$ cat src/rtl/uop_loop_addr_gen.sv
// rtl/uop_loop_addr_gen.sv - nested-loop uop address generator for the systolic-array load path
// Reads uop deltas, adds an incrementally built loop offset and buffers addresses in a 2-entry FIFO.
module uop_loop_addr_gen #(
  parameter int NUM_LOOPS  = 2,
  parameter int ITER_W     = 16,
  parameter int STRIDE_W   = 16,
  parameter int UOP_IDX_W  = 16,
  parameter int UOP_DATA_W = 16,
  parameter int ADDR_W     = 32
) (
  input  logic                          clk,
  input  logic                          reset,
  input  logic                          start,
  input  logic [ADDR_W-1:0]             base_addr,
  input  logic [UOP_IDX_W-1:0]          uop_bgn,
  input  logic [UOP_IDX_W-1:0]          uop_num,
  input  logic [NUM_LOOPS*ITER_W-1:0]   iter_cnt,
  input  logic [NUM_LOOPS*STRIDE_W-1:0] stride,
  output logic                          busy,
  output logic                          done,
  output logic                          uop_rd_req,
  output logic [UOP_IDX_W-1:0]          uop_rd_addr,
  input  logic [UOP_DATA_W-1:0]         uop_rd_data,
  output logic                          addr_valid,
  input  logic                          addr_ready,
  output logic [ADDR_W-1:0]             addr_out,
  output logic                          uop_last,
  output logic                          addr_last
);

  typedef enum logic [1:0] {IDLE, RUN, DRAIN, DONE} state_t;

  state_t               state_q, state_d;
  logic [ADDR_W-1:0]    base_q, base_d;
  logic [UOP_IDX_W-1:0] uop_bgn_q, uop_bgn_d;
  logic [UOP_IDX_W-1:0] uop_num_q, uop_num_d;
  logic [UOP_IDX_W-1:0] uop_cnt_q, uop_cnt_d;
  logic [ITER_W-1:0]    iter_m1_q [NUM_LOOPS];
  logic [ITER_W-1:0]    iter_m1_d [NUM_LOOPS];
  logic [ADDR_W-1:0]    stride_q  [NUM_LOOPS];
  logic [ADDR_W-1:0]    stride_d  [NUM_LOOPS];
  logic [ITER_W-1:0]    cnt_q     [NUM_LOOPS];
  logic [ITER_W-1:0]    cnt_d     [NUM_LOOPS];
  logic [ADDR_W-1:0]    off_q     [NUM_LOOPS];
  logic [ADDR_W-1:0]    off_d     [NUM_LOOPS];

  logic                 rd_pend_q, rd_pend_d;
  logic [ADDR_W-1:0]    rd_off_q, rd_off_d;
  logic                 rd_uop_last_q, rd_uop_last_d;
  logic                 rd_addr_last_q, rd_addr_last_d;

  logic [1:0]           occ_q, occ_d;
  logic [ADDR_W-1:0]    fifo_addr_q [2];
  logic [ADDR_W-1:0]    fifo_addr_d [2];
  logic [1:0]           fifo_ul_q, fifo_ul_d;
  logic [1:0]           fifo_al_q, fifo_al_d;

  logic                 pop;
  logic                 issue;
  logic                 uop_wrap;
  logic                 loops_at_max;
  logic                 loop_found;
  logic                 wr_head;
  logic [2:0]           level;
  logic [ADDR_W-1:0]    new_off;
  logic [ADDR_W-1:0]    push_addr;

  assign addr_valid  = (occ_q != 2'd0);
  assign addr_out    = fifo_addr_q[0];
  assign uop_last    = fifo_ul_q[0];
  assign addr_last   = fifo_al_q[0];
  assign busy        = (state_q != IDLE);
  assign done        = (state_q == DONE);
  assign uop_rd_addr = uop_bgn_q + uop_cnt_q;
  assign uop_rd_req  = issue;

  // Slots that will be taken once this cycle's pop and the in-flight read settle.
  assign pop      = addr_valid & addr_ready;
  assign level    = {1'b0, occ_q} + {2'b00, rd_pend_q} - {2'b00, pop};
  assign issue    = (state_q == RUN) && (uop_num_q != '0) && (level < 3'd2);
  assign uop_wrap = (uop_cnt_q == uop_num_q - UOP_IDX_W'(1));
  assign push_addr = base_q + rd_off_q + ADDR_W'(uop_rd_data);

  always_comb begin
    loops_at_max = 1'b1;
    for (int k = 0; k < NUM_LOOPS; k++) begin
      if (cnt_q[k] != iter_m1_q[k]) loops_at_max = 1'b0;
    end
  end

  always_comb begin
    state_d        = state_q;
    base_d         = base_q;
    uop_bgn_d      = uop_bgn_q;
    uop_num_d      = uop_num_q;
    uop_cnt_d      = uop_cnt_q;
    iter_m1_d      = iter_m1_q;
    stride_d       = stride_q;
    cnt_d          = cnt_q;
    off_d          = off_q;
    rd_pend_d      = 1'b0;
    rd_off_d       = rd_off_q;
    rd_uop_last_d  = rd_uop_last_q;
    rd_addr_last_d = rd_addr_last_q;
    new_off        = '0;
    loop_found     = 1'b0;

    case (state_q)
      IDLE: begin
        if (start) begin
          base_d    = base_addr;
          uop_bgn_d = uop_bgn;
          uop_num_d = uop_num;
          uop_cnt_d = '0;
          for (int k = 0; k < NUM_LOOPS; k++) begin
            iter_m1_d[k] = (iter_cnt[k*ITER_W +: ITER_W] == '0) ? '0
                         : iter_cnt[k*ITER_W +: ITER_W] - ITER_W'(1);
            stride_d[k]  = ADDR_W'(stride[k*STRIDE_W +: STRIDE_W]);
            cnt_d[k]     = '0;
            off_d[k]     = '0;
          end
          state_d = RUN;
        end
      end
      RUN: begin
        if ((uop_num_q == '0) || (issue && uop_wrap && loops_at_max)) state_d = DRAIN;
      end
      DRAIN: begin
        if ((occ_q == 2'd0) && !rd_pend_q) state_d = DONE;
      end
      DONE:    state_d = IDLE;
      default: state_d = IDLE;
    endcase

    if (issue) begin
      rd_pend_d      = 1'b1;
      rd_off_d       = off_q[0];
      rd_uop_last_d  = uop_wrap;
      rd_addr_last_d = uop_wrap & loops_at_max;
      uop_cnt_d      = uop_wrap ? '0 : uop_cnt_q + UOP_IDX_W'(1);
      // Lowest non-saturated loop steps; everything inside it restarts from its new offset.
      if (uop_wrap) begin
        for (int k = 0; k < NUM_LOOPS; k++) begin
          if (!loop_found) begin
            if (cnt_q[k] != iter_m1_q[k]) begin
              loop_found = 1'b1;
              cnt_d[k]   = cnt_q[k] + ITER_W'(1);
              new_off    = off_q[k] + stride_q[k];
              for (int j = 0; j <= k; j++) off_d[j] = new_off;
            end else begin
              cnt_d[k] = '0;
            end
          end
        end
      end
    end
  end

  always_comb begin
    fifo_addr_d = fifo_addr_q;
    fifo_ul_d   = fifo_ul_q;
    fifo_al_d   = fifo_al_q;
    occ_d       = occ_q + {1'b0, rd_pend_q} - {1'b0, pop};
    wr_head     = (occ_q == 2'd0) || ((occ_q == 2'd1) && pop);
    if (pop) begin
      fifo_addr_d[0] = fifo_addr_q[1];
      fifo_ul_d[0]   = fifo_ul_q[1];
      fifo_al_d[0]   = fifo_al_q[1];
    end
    if (rd_pend_q) begin
      if (wr_head) begin
        fifo_addr_d[0] = push_addr;
        fifo_ul_d[0]   = rd_uop_last_q;
        fifo_al_d[0]   = rd_addr_last_q;
      end else begin
        fifo_addr_d[1] = push_addr;
        fifo_ul_d[1]   = rd_uop_last_q;
        fifo_al_d[1]   = rd_addr_last_q;
      end
    end
  end

  always_ff @(posedge clk) begin
    if (reset) begin
      state_q        <= IDLE;
      base_q         <= '0;
      uop_bgn_q      <= '0;
      uop_num_q      <= '0;
      uop_cnt_q      <= '0;
      rd_pend_q      <= 1'b0;
      rd_off_q       <= '0;
      rd_uop_last_q  <= 1'b0;
      rd_addr_last_q <= 1'b0;
      occ_q          <= 2'd0;
      fifo_ul_q      <= 2'b00;
      fifo_al_q      <= 2'b00;
      for (int k = 0; k < 2; k++) fifo_addr_q[k] <= '0;
      for (int k = 0; k < NUM_LOOPS; k++) begin
        iter_m1_q[k] <= '0;
        stride_q[k]  <= '0;
        cnt_q[k]     <= '0;
        off_q[k]     <= '0;
      end
    end else begin
      state_q        <= state_d;
      base_q         <= base_d;
      uop_bgn_q      <= uop_bgn_d;
      uop_num_q      <= uop_num_d;
      uop_cnt_q      <= uop_cnt_d;
      rd_pend_q      <= rd_pend_d;
      rd_off_q       <= rd_off_d;
      rd_uop_last_q  <= rd_uop_last_d;
      rd_addr_last_q <= rd_addr_last_d;
      occ_q          <= occ_d;
      fifo_ul_q      <= fifo_ul_d;
      fifo_al_q      <= fifo_al_d;
      fifo_addr_q    <= fifo_addr_d;
      iter_m1_q      <= iter_m1_d;
      stride_q       <= stride_d;
      cnt_q          <= cnt_d;
      off_q          <= off_d;
    end
  end

endmodule
$ cat config.mk
export PLATFORM = sky130hd
export DESIGN_NAME = uop_loop_addr_gen
export DESIGN_NICKNAME = d
export VERILOG_FILES = /design/src/rtl/uop_loop_addr_gen.sv
export SDC_FILE = /design/constraint.sdc
export NUM_CORES = 1
export LEC_CHECK = 0
export CAP_MARGIN = 25
export CORE_MARGIN = 2
export CORE_UTILIZATION = 58
export DETAILED_ROUTE_END_ITERATION = 7
export HOLD_SLACK_MARGIN = 0.1
export PLACE_DENSITY = 0.86
export SLEW_MARGIN = 20
export SYNTH_ARGS = -nofsm -noshare
export SYNTH_HDL_FRONTEND = slang
export SYNTH_SLANG_ARGS = --single-unit
$ cat constraint.sdc
create_clock -name clk -period 4.35 [get_ports clk]
set_clock_uncertainty 0.1 [all_clocks]
set_input_delay 0.6525 -clock clk [delete_from_list [all_inputs] [get_ports clk]]
set_output_delay 0.6525 -clock clk [all_outputs]
set_load 0.01 [all_outputs]
# --- After elaboration in Yosys (flattened, before gate mapping) ---
# Index checks and enable logic that the tools add are counted.
word_totals:
  ff_bits: 347
  latch_bits: 0
  mem_bits_rw: 0
  romBits: 0
  inputBits: 148
  output_inout_bits: 54
  wordCells: 116
  mem_count: 0
classes:
  n_addsub: 15
  n_mul: 0
  div_mod_pow: 0
  n_lt_le_gt_ge: 1
  eq_ne: 10
  shifts: 0
  mux: 40
  n_bitwise: 3
  n_reduce_logical: 23
ops:
  columns: ["cell", "n"]
  rows:
  - ["two-way mux 64 bit", 7]
  - ["two-way mux 32 bit", 8]
  - ["two-way mux 16 bit", 9]
  - ["adder 32 x 16 -> 32 bit", 3]
  - ["adder 16 x 1 -> 16 bit, second input constant", 3]
  - ["logical NOT 16 bit", 3]
  - ["subtractor 16 x 1 -> 16 bit, second input constant", 3]
  - ["adder 32 bit", 1]
  - ["!= test 16 bit", 2]
  - ["adder 16 bit", 1]
  - ["== test 16 bit", 1]
  - ["nonzero test 16 bit", 1]
  - ["two-way mux 1 bit", 12]
  - ["case mux 2 bit (4 select lines)", 1]
  - ["nonzero test 2 bit", 4]
  - ["logical AND 1 bit", 6]
  - ["two-way mux 2 bit", 3]
  - ["AND reduction 2 bit", 3]
  - ["== test 2 x 1 -> 1 bit, second input constant", 2]
  - ["== test 2 bit, second input constant", 2]
  - ["logical NOT 2 bit", 2]
  - ["!= test 2 bit, second input constant", 2]
  - ["adder 2 x 1 -> 3 bit", 1]
  - ["less-than comparator 3 x 2 -> 1 bit, second input constant", 1]
  - ["other kinds (9)", 11]

# --- Longest topological paths before layout ---
# Gate-level depths: netlist (run 1).
depth:
  word_depth: 10
  mapped_depth: 19
  ltp_nobuf: 16

# --- Least setup slack after synthesis (run 1) ---
# No wires, ideal clock.
synth_path:
  path_kind: "input -> output"
  start: "input addr_ready"
  end: "output uop_rd_req"
  t_arrival_ns: 3.384
  required_ns: 3.597
  path_slack_ns: 0.213
  stages: 12
  n_path_buf: 3
  path_cell_list: "nand2_1 -> clkinv_1 -> clkbuf_1 -> ha_1 -> inv_1 -> ha_1 -> fa_1 -> xnor2_1 -> or3_1 -> inv_1 -> clkbuf_1 -> clkbuf_1"
synth_between:
  elab_chain_len: 4
synth_rtl:
  columns: ["element", "line_no", "source"]
  rows:
  - ["start, declared", "25", "input logic addr_ready,"]
  - ["bitwise AND 1 bit", "78", "assign pop = addr_valid & addr_ready;"]
  - ["subtractor 3 x 1 -> 3 bit", "79", "assign level = {1'b0, occ_q} + {2'b00, rd_pend_q} - {2'b00, pop};"]
  - ["less-than comparator 3 x 2 -> 1 bit", "80", "assign issue = (state_q == RUN) && (uop_num_q != '0) && (level < 3'd2);"]
  - ["logical AND 1 bit", "80", null]
  - ["end, declared", "21", "output logic uop_rd_req,"]
# No other way between the ends.

# --- Final worst setup path (run 1) ---
layout_path:
  start: "register uop_cnt_q[1]"
  end: "output uop_rd_addr[15]"
layout_between:
  elab_chain_len: 1
layout_rtl:
  columns: ["element", "line_no", "source"]
  rows:
  - ["start, declared", "37", "logic [UOP_IDX_W-1:0] uop_cnt_q, uop_cnt_d;"]
  - ["start signal, assigned", "209", "uop_cnt_q <= uop_cnt_d;"]
  - ["adder 16 bit", "74", "assign uop_rd_addr = uop_bgn_q + uop_cnt_q;"]
  - ["end, declared", "22", "output logic [UOP_IDX_W-1:0] uop_rd_addr,"]
# No other way between the ends.

==> results of run 1 <==
-- metal layers --
metal	GRT usage [%]	routed length, um	vias to the layer above
met3	4.08	3940	135
met2	51.7	26300	749
met4	13.4	2150	0
li1	-	-	9112
met5	0	0	-
met1	39.4	23300	8924
-- repair_timing --
item,in CTS,in global routing
pin swaps,3,5
resized for setup,12,9
hold buffers,0,0
setup endpoints to repair,5,5
setup buffers,1,1
-- how the worst max path moves through the flow --
| stage | from | to | slack [ps] |
|---|---|---|---|
| 6_report | uop_cnt_q[1] | uop_rd_addr[15] | 250 |
| 5_1_grt | uop_rd_data[1] | addr_out[29] | 20 |
| 4_1_cts | uop_cnt_q[1] | uop_rd_addr[13] | 0.05 |
| 3_5_place_dp | uop_rd_data[1] | addr_out[23] | -180 |
| 3_3_place_gp | uop_rd_data[1] | addr_out[23] | -100 |
| 2_1_floorplan | addr_ready | uop_rd_req | 210 |
-- flip-flops by register name (all words and copies together) (netlist names), 32 cells and up --
signal	count
stride_q	32
off_q	64
cnt_q	32
fifo_addr_q	32
base_q	32
iter_m1_q	32
rd_off_q	32
addr_out	32
-- cell families after synthesis --
family                     count (synthesis)  share of synthesized area, %
muxes                                      9                         0.470
AOI/OAI and AO/OA                        663                          20.2
xor gates and xnor gates                 157                          6.98
adders and majority gates                126                          8.80
DFF                                      347                          35.2
and+or+nand+nor                         1017                          23.4
buffers and inverters                    220                          4.95
-- synthesized netlist by cell type (7+ instances only) --
library cell and n:
a211oi_1 19, o21a_1 18, nand4_1 10, a21o_1 29, inv_1 61, ha_1 105, nand3_1 54, and3_1 51
o22ai_1 8, clkbuf_1 105, o21ai_1 57, nor4_1 16, nand2b_1 7, a311oi_1 23, nor3_1 48, fa_1 21
or2_2 7, xor2_1 91, nand2_1 511, a21oi_1 281, o31ai_1 11, o211ai_1 16, nor2b_1 21, buf_2 9
a21boi_0 7, and2_1 14, o21ai_0 85, nand3b_1 22, xnor2_1 66, dfxtp_1 347, a31oi_1 18, nor2_1 200
buf_4 33, a22oi_1 42, mux2i_1 7, buf_1 8, or3_1 21
-- critical path, delay by kind of cell (launching register included) --
family | cells | cell delay (ps)
XOR/XNOR | 1 | 150
AO/OA/AOI/OAI | 8 | 1560
flip-flops | 1 | 380
adder cells (fa/ha/maj) | 1 | 240
AND/OR/NAND/NOR | 1 | 190
buffers and inverters | 1 | 290
-- cells in the final DEF, fill, tap and decap left out, drive strengths merged, types with 9 or more instances in the layout --
cell / netlist / routed
a21oi: 282 / 282
a311oi: 23 / 23
inv: 61 / 62
buf: 52 / 65
a21o: 29 / 29
o211ai: 16 / 16
or3: 21 / 21
and2: 15 / 15
nand3b: 22 / 22
and3: 51 / 51
nor2: 202 / 202
nor4: 18 / 18
a31oi: 18 / 18
nor2b: 21 / 21
o21ai: 143 / 143
fa: 21 / 21
a211oi: 20 / 20
dfxtp: 347 / 347
nor3: 50 / 50
xor2: 91 / 91
nand2: 512 / 512
clkbuf: 105 / 54
xnor2: 66 / 66
o31ai: 11 / 11
nand4: 12 / 12
a22oi: 42 / 42
clkdlybuf4s50: 0 / 194
or2: 9 / 9
ha: 105 / 105
nand3: 55 / 55
o21a: 18 / 18
-- report_power, final --
group | total, mW | leakage (nW) | internal (mW) | switching (mW)
Combinational | 3.43 | 6.03 | 1.31 | 2.12
Clock | 3.45 | 0.647 | 2.12 | 1.34
Sequential | 3.79 | 2.82 | 3.52 | 0.268
Total | 10.7 | 9.50 | 6.94 | 3.73
-- per-stage QoR --
stage	setup WS (ps)	instances	hold WS, ps	power (mW)
4_1_cts	0.0513	3160	344	10.7
5_1_grt	17.7	3166	357	11.2
3_5_place_dp	-184	3093	337	7.22
6_report	248	3166	340	10.7
2_1_floorplan	213	2539	320	6.11
3_3_place_gp	-105	3093	328	7.12
-- area by class of cell --
type / count / share of cell area, %
Multi-Input combinational cell: 1972 / 50.5
Sequential cell: 347 / 29.7
Timing Repair Buffer: 266 / 10.7
Clock buffer: 52 / 4.67
Tap cell: 448 / 2.39
Inverter: 63 / 1.01
Clock inverter: 14 / 0.994
Antenna cell: 4 / 0.0427
==> run summary, run 1 <==
fin util = 69.8%
Post-Route Setup TNS = 0 ps
I/O pin cnt = 202
Netlist cell types = 85
Pre-antenna DRT Iters = 6
worst hold path endpoint = off_q[13]
gr ovfl total = 0
num rows = 67
DP Wirelength = 40600 um
Die Y = 188 um
GRT Util Overall = 30.6%
Layout area overhead = 18.8%
post-layout instance area = 0.0234 mm2
Hold Path Class = flip-flop to flip-flop
RSZ-0062 raised after global routing = no
footprint of the multi-input gates = 0.0118 mm2
Routed WL per cell = 17.6 um
cell taking the most area after synthesis = dfxtp_1
Reg area = 0.00695 mm2
Post-synth EDFFs = 0
area share of the largest cell type after synthesis = 35.2%
r2r endpoint = off_q[28]
cell mode on critical path = a21oi_2
initial antenna violation count = 4
Seq/Total Area, Yosys = 35.2%
cts bufs inserted = 38
Starting Density = 58.8%
cell area after placement = 0.0220 mm2
H-tree depth = 2
Pins Over Slew Limit = 0
fin crit share = 94.3%
R2R setup slack = 410 ps
DRC Markers = 0
first-pass GRT wire length = 90100 um
static leakage = 9.50 nW
crit-path cells = ha_1 -> a21o_1 -> a21oi_2 -> o21ai_0 -> a21oi_1 -> o21ai_2 -> a311oi_2 -> or2_2 -> o2111ai_1 -> a21oi_2 -> xnor2_1 -> dlygate4sd2_1
endpoints failing setup = 0
Die ar. = 0.0355 mm2
Slew HR = 31.1%
WL final = 55600 um
synthesized area per cell = 7.76 um2
Pwr Density = 456 mW/mm2
Least-Margin Pin Slew = 1030 ps
DR vias/cell = 5.98
Final nets = 2962
RR Startpoint = stride_q[0]
total vias in the final route = 18900
Worst IR Drop VDD = 0.305 mV
cell area after synthesis = 0.0197 mm2
max_cap viols = 0
synth top area cells = dfxtp_1, nand2_1, a21oi_1
Slowest-stage cell, CP = dfxtp_2
Yosys Warn Count = 0
Top FF cell, synth = dfxtp_1
data required time of the worst path = 3600 ps
Crit. End Element = output pin
Critical Path AT = 3350 ps
CP max stage delay = 380 ps
Post-Syn Nets = 2813
status = finished clean
maximum clock insertion buffer count = 3
drt initial violations = 1615
Layout fillers = 2665
CTS clk-pin slew, worst paths = 60 ps
layout cells sized above 1 = 6.12%
Worst Hold Launch = off_q[13]
CTS sink cnt = 347
Worst setup SP type = flip-flop
#FFs+latches synth = 347
Mapped Cells = 2539
vias in the first global route = 18100
hold path depth = 2
largest net degree at the start of global routing = 82
Post-synth ARST share = 0%
Final Critical Period = 4100 ps
worst skew pair latency = 540 ps
Max FO, Critical Path = 6
kind of critical path = flip-flop to output pin
PortBufs = 201
root buffer cell = clkbuf_16
antenna-violating nets left = 0
CORE AREA = 0.0335 mm2
GP Congestion = 0.936
Final Hold Viols = 0
fmax = 0.244 GHz
die width = 188 um
Worst Reg-to-Reg Cells = 13
CTS tree = done
(Power assumes the default switching activity.)
==> inputs of run 2 (changes only) <==
CTS_CLUSTER_SIZE = 8   (was default)
==> run 2 against run 1 <==
Effect of this change:
- utilization shrank 0.12 points
- clock-buffer cell count grew 1
- power shrank 0.65%
- global-route usage grew 0.14 points
- cell area shrank 0.17%
- first-iteration DRC count shrank 6.3%
- worst setup slack lost 77 ps
- fmax shrank 1.8%
- register-to-register slack gained 20 ps
- sequential cell count is the same
- critical path type unchanged
- largest cell class unchanged
- largest power group unchanged
- highest routed layer unchanged
==> run summary, run 2 (synthesis gave the netlist of run 1 again) <==
fin crit share = 96.1% (+1.8 points)
GP Congestion = 0.936 (unchanged)
layout cells sized above 1 = 5.85% (-0.27 points)
CTS clk-pin slew, worst paths = 50 ps (about the same)
Pwr Total = 10.6 mW (-0.65%)
Routed WL per cell = 17.7 um (+0.67%)
kind of critical path = flip-flop to output pin
crit-path cells = ha_1 -> a21o_1 -> a21oi_2 -> o21ai_0 -> a21oi_1 -> o21ai_2 -> a311oi_2 -> or2_2 -> o2111ai_1 -> a21oi_2 -> xnor2_1 -> dlygate4sd2_1
Largest register FFs = 64 (unchanged)
most frequent cells in the layout = nand2_1, dfxtp_1, a21oi_1
drt initial violations = 1514 (-6.3%)
WL final = 55800 um (+0.26%)
CTS tree = done
gr ovfl total = 0 (unchanged)
Final nets = 2972 (+0.34%)
max_cap viols = 0 (unchanged)
Final Critical Period = 4180 ps (+76.8 ps)
initial antenna violation count = 4 (unchanged)
Top reg by flops = off_q
status = finished clean
H-tree depth = 2 (unchanged)
Die ar. = 0.0355 mm2 (unchanged)
Post-Route Setup TNS = 0 ps (unchanged)
DP Wirelength = 40600 um (unchanged)
commonest non-fill, non-tap cell in the layout = nand2_1
Hold Path Class = flip-flop to flip-flop
static leakage = 9.47 nW (-0.28%)
Slowest-stage cell, CP = dfxtp_2
Least-Margin Pin Slew = 1080 ps (+45.8 ps)
Max FO, Critical Path = 6 (unchanged)
root buffer cell = clkbuf_16
first-pass GRT wire length = 90000 um (about the same)
Pwr Density = 453 mW/mm2 (-0.48%)
data required time of the worst path = 3600 ps (about the same)
DR vias/cell = 5.99 (+0.26%)
vias in the first global route = 18100 (+0.29%)
CTS sink cnt = 347 (unchanged)
fmax = 0.239 GHz (-1.8%)
PortBufs = 201 (unchanged)
Crit. End Element = output pin
endpoints failing setup = 0 (unchanged)
hold path depth = 2 (unchanged)
cts bufs inserted = 49 (+29%)
largest net degree at the start of global routing = 82 (unchanged)
Die Y = 188 um (unchanged)
I/O pin cnt = 202 (unchanged)
Layout area overhead = 18.6%
critical path buffer and inverter count = 1 (unchanged)
RSZ-0062 raised after global routing = no
Starting Density = 58.8% (unchanged)
num rows = 67 (unchanged)
Worst IR Drop VDD = 0.342 mV (+12%)
total vias in the final route = 18900 (-0.15%)
Crit path depth = 12 (unchanged)
WHS = 338 ps (-2.25 ps)
cell mode on critical path = a21oi_2
Worst setup SP type = flip-flop
Final Hold Viols = 0 (unchanged)
CP max stage delay = 380 ps (about the same)
Pre-antenna DRT Iters = 5 (-1)
worst skew pair latency = 560 ps (+20 ps)
DRC Markers = 0 (unchanged)
Critical Path AT = 3430 ps (+80 ps)
CP top delay family = compound AO/OA/AOI/OAI gates
die width = 188 um (unchanged)
maximum clock insertion buffer count = 3 (unchanged)
antenna-violating nets left = 0 (unchanged)
Slew HR = 27.9% (-3.2 points)
CORE AREA = 0.0335 mm2 (unchanged)
GRT Util Overall = 30.8% (+0.14 points)
cts hold-fix bufs = 0 (unchanged)
Worst Reg-to-Reg Cells = 13 (unchanged)
Pins Over Slew Limit = 0 (unchanged)
-- run 2: per-stage QoR --
| step | area [um2] | utilization, % | instances | setup slack, ps |
|---|---|---|---|---|
| 2_1_floorplan | 19700 | - | 2539 | 213 |
| 3_3_place_gp | 22000 | 65.7 | 3093 | -105 |
| 3_5_place_dp | 22000 | 65.7 | 3093 | -184 |
| 4_1_cts | 23400 | 69.6 | 3148 | 45.9 |
| 5_1_grt | 23400 | 69.7 | 3153 | 20.0 |
| 6_report | 23400 | 69.7 | 3153 | 171 |
-- run 2: cell type report --
| cell class | count | area (um2) |
|---|---|---|
| inverter | 63 | 236 |
| fill | 2646 | 10200 |
| tap | 448 | 561 |
| timing repair buffer | 265 | 2490 |
| multi-input combinational | 1972 | 11800 |
| antenna | 4 | 10.0 |
| clock buffer | 53 | 1280 |
| sequential | 347 | 6950 |
| clock inverter | 1 | 16.3 |
-- run 2: path summary, 6_finish.rpt --
kind	from	slack (ps)	endpoint
worst max register to register	stride_q[0]	430	off_q[28]
worst min-delay path	off_q[13]	340	off_q[13]
worst min register to register	off_q[13]	340	off_q[13]
worst max-delay path	uop_cnt_q[1]	170	uop_rd_addr[15]
-- run 2: timing repair --
action / CTS / global route
setup buffers: 1 / 0
setup endpoints to repair: 6 / 6
gates resized for setup: 13 / 8
pin swaps: 3 / 5
-- run 2: worst register-to-register path, cell delays in order (launching register included) --
cell      delay, ps
dfxtp_1         360
ha_1            190
inv_1            60
fa_1            380
nor2b_1         160
o21ai_0         140
a21boi_0        510
o211ai_1        190
a211oi_1        310
a21oi_1         290
nor2_1          460
nand3_1         200
or3_1           350
a21oi_1         150
-- run 2: metal layers --
layer  vias to the layer above  track usage [%]  routed length (um)
li1                       9127                -                   -
met1                      8816             39.1               23300
met2                       791             52.2               26000
met3                       157             4.38                4130
met4                         0             13.5                2270
met5                         -                0                   0
-- run 2: report_power, final --
part | internal (mW) | total (mW) | leakage (nW) | switching [mW]
registers | 3.52 | 3.79 | 2.82 | 0.269
logic | 1.31 | 3.43 | 6.02 | 2.12
clock network | 2.04 | 3.38 | 0.639 | 1.34
==> inputs of run 3 (changes only) <==
CORE_MARGIN = default   (was 2)
==> run 3 against run 2 <==
Effect of this change:
- clock-buffer cell count down 1
- die area down 2.1%
- fmax down 0.93%
- register-to-register slack about the same
- global-route usage up 0.66 points
- sequential power about the same
- power up 0.71%
- cell count unchanged
==> run summary, run 3 (synthesis gave the netlist of run 1 again) <==
CTS sink cnt = 347 (unchanged)
data required time of the worst path = 3600 ps (about the same)
drt initial violations = 1667 (+10%)
Sequential Power Share = 35.6% (-0.2 points)
Final nets = 2974 (+0.067%)
Post-Route Setup TNS = 0 ps (unchanged)
routed wl met3 = 4070 um (-1.4%)
Sw Pwr = 3.75 mW (+0.47%)
most frequent cells in the layout = nand2_1, dfxtp_1, a21oi_1
switching share of power = 35.1% (-0.084 points)
worst skew pair latency = 550 ps (about the same)
antenna-violating nets left = 0 (unchanged)
cts bufs inserted = 49 (unchanged)
Slew HR = 33.5% (+5.6 points)
final cell count without fillers = 3153 (unchanged)
H-tree depth = 2 (unchanged)
Pre-antenna DRT Iters = 6 (+1)
status = finished clean
uppermost layer routed = met4
metal2 WL = 26500 um (+1.9%)
Routed met1 length = 23400 um (+0.25%)
Hold Path Class = flip-flop to flip-flop
Max FO, Critical Path = 6 (unchanged)
static leakage = 9.49 nW (+0.19%)
GP Congestion = 0.929 (-0.66%)
Largest register FFs = 64 (unchanged)
Final Critical Period = 4220 ps (+39.2 ps)
I/O pin cnt = 202 (unchanged)
Final Hold Viols = 0 (unchanged)
Top reg by flops = off_q
die width = 186 um (-1.1%)
GRT Util Overall = 31.4% (+0.66 points)
Worst setup SP type = flip-flop
Worst IR Drop VDD = 0.343 mV (+0.20%)
CTS tree = done
commonest non-fill, non-tap cell in the layout = nand2_1
cts hold-fix bufs = 0 (unchanged)
DR vias/cell = 6.05 (+1.0%)
Starting Density = 58.9% (+0.15 points)
CTS clk-pin slew, worst paths = 50 ps (about the same)
WHS = 346 ps (+8.71 ps)
DP Wirelength = 40400 um (-0.52%)
Layout area overhead = 18.9%
Critical Path AT = 3470 ps (+40 ps)
first-pass GRT wire length = 90700 um (+0.75%)
total vias in the final route = 19100 (+1.0%)
Die ar. = 0.0347 mm2 (-2.1%)
Die Y = 186 um (-1.1%)
DRC Markers = 0 (unchanged)
fmax = 0.237 GHz (-0.93%)
largest net degree at the start of global routing = 184 (+120%)
vias in the first global route = 18400 (+1.3%)
fin crit share = 97.0% (+0.90 points)
cell-internal power = 6.93 mW (+0.84%)
gr ovfl total = 0 (unchanged)
Routed WL per cell = 17.8 um (+0.89%)
root buffer cell = clkbuf_16
WL final = 56300 um (+0.89%)
Placed Cells = 3095 (+0.065%)
kind of critical path = flip-flop to output pin
Least-Margin Pin Slew = 994 ps (-81.9 ps)
Pins Over Slew Limit = 0 (unchanged)
layout cells sized above 1 = 5.96% (+0.11 points)
Post-CTS Setup Repair Bufs = 0 (-1)
initial antenna violation count = 2 (-2)
max_cap viols = 0 (unchanged)
maximum clock insertion buffer count = 3 (unchanged)
Crit. End Element = output pin
Pwr Total = 10.7 mW (+0.71%)
Pwr Density = 456 mW/mm2 (+0.48%)
combinational share of power = 32.9% (+0.6 points)
part of the power in the clock network = 31.5% (-0.4 points)
PortBufs = 201 (unchanged)
CORE AREA = 0.0334 mm2 (-0.25%)
num rows = 67 (unchanged)
endpoints failing setup = 0 (unchanged)
-- run 3: path summary, 6_finish.rpt --
check / slack, ps / from / cells past startpoint / end
setup / recovery: 130 / uop_cnt_q[1] / 12 / uop_rd_addr[15]
hold / removal: 350 / off_q[13] / 2 / off_q[13]
setup reg to reg: 440 / rd_off_q[1] / 12 / fifo_addr_q[19]
hold reg to reg: 350 / off_q[13] / 2 / off_q[13]
-- run 3: timing repair --
action,in CTS,in global routing
endpoints found under the hold margin,0,0
pin swaps,3,4
endpoints found under the setup margin,5,5
gates resized for setup,12,6
-- run 3: layout make-up --
cell class | count | area, um2
diodes | 2 | 5.00
clock buffers | 52 | 1290
clock inverters | 2 | 13.8
fillers | 2609 | 10000
inverters | 63 | 236
multi-input cells | 1972 | 11800
flip-flops and latches | 347 | 6950
well taps | 448 | 561
repair buffers | 267 | 2550
-- run 3: power groups by stage --
stage	sequential [mW]	clock [mW]	combinational, mW
2_1_floorplan	3.76	0	2.35
3_3_place_gp	3.84	0	3.30
3_5_place_dp	3.85	0	3.42
4_1_cts	3.79	3.39	3.46
5_1_grt	3.83	3.53	3.82
6_report	3.80	3.36	3.52
-- run 3: through the flow --
| step | instance area (um2) | utilization, % | setup WS [ps] |
|---|---|---|---|
| after global routing | 23400 | 70.1 | -4.20 |
| after global placement | 22100 | 66.0 | -109 |
| after floorplan | 19700 | - | 213 |
| after detailed placement | 22100 | 66.0 | -181 |
| after CTS | 23400 | 70.0 | 26.2 |
| final | 23400 | 70.1 | 132 |
-- run 3: critical path, cell delays in order, from the launching register on --
cell and delay [ps]:
dfxtp_2 350, ha_1 280, a21o_1 140, a21oi_2 70
o21ai_0 230, a21oi_2 110, o21ai_0 320, a311oi_1 180
or2_2 350, o2111ai_1 280, a21oi_2 110, xnor2_1 190
dlygate4sd2_1 290
-- run 3: layer usage --
layer | global-route usage [%] | vias to the layer above
met3 | 5.17 | 163
met5 | 0 | -
met2 | 53.4 | 819
met4 | 14.0 | 0
li1 | - | 9117
met1 | 39.2 | 8987
==> patch: new RTL, settings of run 2 <==
Re-encode `state_t` (4 states) as one-hot, 4 bits wide.
--- a/src/rtl/uop_loop_addr_gen.sv
+++ b/src/rtl/uop_loop_addr_gen.sv
@@ -28,7 +28,7 @@
   output logic                          addr_last
 );
 
-  typedef enum logic [1:0] {IDLE, RUN, DRAIN, DONE} state_t;
+  typedef enum logic [3:0] {IDLE = 4'b0001, RUN = 4'b0010, DRAIN = 4'b0100, DONE = 4'b1000} state_t;
 
   state_t               state_q, state_d;
   logic [ADDR_W-1:0]    base_q, base_d;
Function: no difference found for any inputs over 4 cycles, from zero or initial values and one cycle with reset high; so few cycles prove little.
==> patch against run 2 <==
  * Design area up 0.73%
  * Utilization up 0.16 points
  * Global-route usage down 1.0 points
  * Hold slack gained 0.018 ns
  * Sequential share of layout area down 0.052 points
  * Count of clock-buffer cells in the layout down 2
  * Synthesized area increased by 1.2%
  * Critical path depth unchanged
  * Wire length down 2.7%
  * Worst setup slack improved by 0.076 ns
  * Critical path type unchanged
  * Sequential cell count up 2
  * Highest routed layer unchanged
Power is not compared: it rests on default switching activity, and its combinational part moved more than twofold at a synthesized area within 25%.
==> patch: results (changes against run 2) <==
initialDrtViolationCount: 1720  # was 1514
met3_wirelength_um: 4200  # was 4130 um
post_synth_arst_share: 0  # unchanged
route.final.wire_length_um: 54300  # was 55800 um
antenna_cells: 0  # was 4
dr.pass1.iters: 7  # was 5
route.met2.wl_um: 25400  # was 26000 um
maximum_number_of_pins_on_one_net_before_global_route_repair: 201  # was 82
dpl_worst_slack_ns: -0.258  # was -0.184 ns
nNetsFinal: 2980  # was 2972
first_global_vias: 18352  # was 18146
rrSetupSlack_ns: 0.47  # was 0.43 ns
place.detailed.hpwl_um: 38800  # was 40600 um
ys.warnings.count: 0  # unchanged
synthTopCellsByArea: "sky130_fd_sc_hd__dfxtp_1 35%, sky130_fd_sc_hd__nand2_1 9.1%, sky130_fd_sc_hd__a21oi_1 7.4%"  # was sky130_fd_sc_hd__dfxtp_1 35%, sky130_fd_sc_hd__nand2_1 9.7%, sky130_fd_sc_hd__a21oi_1 7.1%
netlist-cell-type-count: 78  # was 85
place_area_sq_um: 22200  # was 22000 sq um
drt-met1-wl_um: 22900  # was 23300 um
net_count_synth: 2836  # was 2813
place.gp.congestion: 0.936  # unchanged
antenna_found_initial: 0  # was 4
fraction_of_layout_instances_using_a_drive_strength_above_1: 0.0549  # was 0.0585
worst_slew_pin_slew_ns: 0.998  # was 1.08 ns
grt_first_pass_wirelength_um: 89400  # was 90000 um
critPathArrivalTime_ns: 3.35  # was 3.43 ns
worstSetupStartpoint: "uop_bgn_q[0]"  # was uop_cnt_q[1]
cp_slowest_cell: "sky130_fd_sc_hd__clkdlybuf4s50_1"  # was sky130_fd_sc_hd__dfxtp_2
synth_seq_area_share: 0.350  # was 0.352
synth.top_cells.by_count: "484 x sky130_fd_sc_hd__nand2_1, 349 x sky130_fd_sc_hd__dfxtp_1, 295 x sky130_fd_sc_hd__a21oi_1"  # was 511 x sky130_fd_sc_hd__nand2_1, 347 x sky130_fd_sc_hd__dfxtp_1, 281 x sky130_fd_sc_hd__a21oi_1
reg2regPathDepth: 11  # was 13
cts-buffers-inserted: 49  # unchanged
total_vias_in_the_final_route: 19181  # was 18891
path_max_fanout: 2  # was 6
outcome: "finished clean"  # unchanged
hp-start: "fifo_addr_q[16]"  # was off_q[13]
critical-path-max-stage-delay_ns: 0.56  # was 0.38 ns
regToRegEndpoint: "off_q[57]"  # was off_q[28]
setup_slack_ns: 0.247  # was 0.171 ns
global_router_s_overall_resource_usage: 0.298  # was 0.308
reg_to_reg_start: "stride_q[2]"  # was stride_q[0]
clk_path_buf_depth: 3  # unchanged
timing.critical_path.to: "uop_rd_addr[10]"  # was uop_rd_addr[15]
patch: cell count changes after synthesis, sizes merged, moves of 9 or more:
| cell | change |
|---|---|
| a211oi | +14 |
| and3 | +9 |
| nand3 | +15 |
| nor3 | -14 |
| xnor2 | +16 |
| a21oi | +13 |
| nand2 | -27 |
| xor2 | -14 |
patch: stage by stage:
step           std cells  power [mW]
4_1_cts             3159        8.09
2_1_floorplan       2566        4.26
3_5_place_dp        3102        4.74
3_3_place_gp        3102        4.70
6_report            3161        8.07
5_1_grt             3161        8.40
patch: logic make-up (layout without fill, tap and decap cells):
kind of cell | count (synthesis) | after routing | share of synthesized area
compound gates | 692 | 692 | 0.209
fa+ha+maj | 122 | 122 | 0.0844
buf+inv | 224 | 371 | 0.0501
flops | 349 | 349 | 0.350
mux | 4 | 4 | 0.00201
simple gates | 1016 | 1016 | 0.234
xor+xnor | 159 | 159 | 0.0698
patch: report_power, final:
part           switching (mW)  leakage [nW]  internal, mW
sequential             0.0898          2.83          3.31
clock                    1.36         0.640          2.01
combinational           0.775          5.81         0.534
total                    2.22          9.28          5.85
patch: cell type report:
type | instances | area (sq um)
fill | 2635 | 10100
sequential | 349 | 6990
clock inverter | 3 | 66.3
tap | 448 | 561
inverter | 54 | 203
clock buffer | 51 | 1240
multi-input combinational | 1993 | 12000
timing repair buffer | 263 | 2510
patch: worst min path at each step:
stage / endpoint / slack (ns) / depth (start not counted)
5_1_grt: fifo_addr_q[2] / 0.38 / 2
6_report: fifo_addr_q[16] / 0.36 / 2
4_1_cts: fifo_addr_q[16] / 0.36 / 2
3_5_place_dp: fifo_addr_q[15] / 0.35 / 2
2_1_floorplan: off_q[10] / 0.33 / 2
3_3_place_gp: fifo_addr_q[13] / 0.34 / 2
patch: what timing repair did:
action | 4_1_cts | 5_1_grt
endpoints found under the setup margin | 3 | 5
resized for setup | 3 | 5
pin swaps | 3 | 3
buffers inserted | 3 | 1
patch: routing by layer:
| layer | up-vias | GRT usage |
|---|---|---|
| li1 | 9247 | - |
| met1 | 8965 | 0.391 |
| met2 | 832 | 0.498 |
| met3 | 137 | 0.0460 |
| met4 | 0 | 0.104 |
| met5 | - | 0 |
patch: tightest hold or removal path: cells and delay by family (launching register included):
kind               cells  cell delay, ns
DFF                    1            0.31
AOI/OAI and AO/OA      1            0.05
and+or+nand+nor        1            0.05
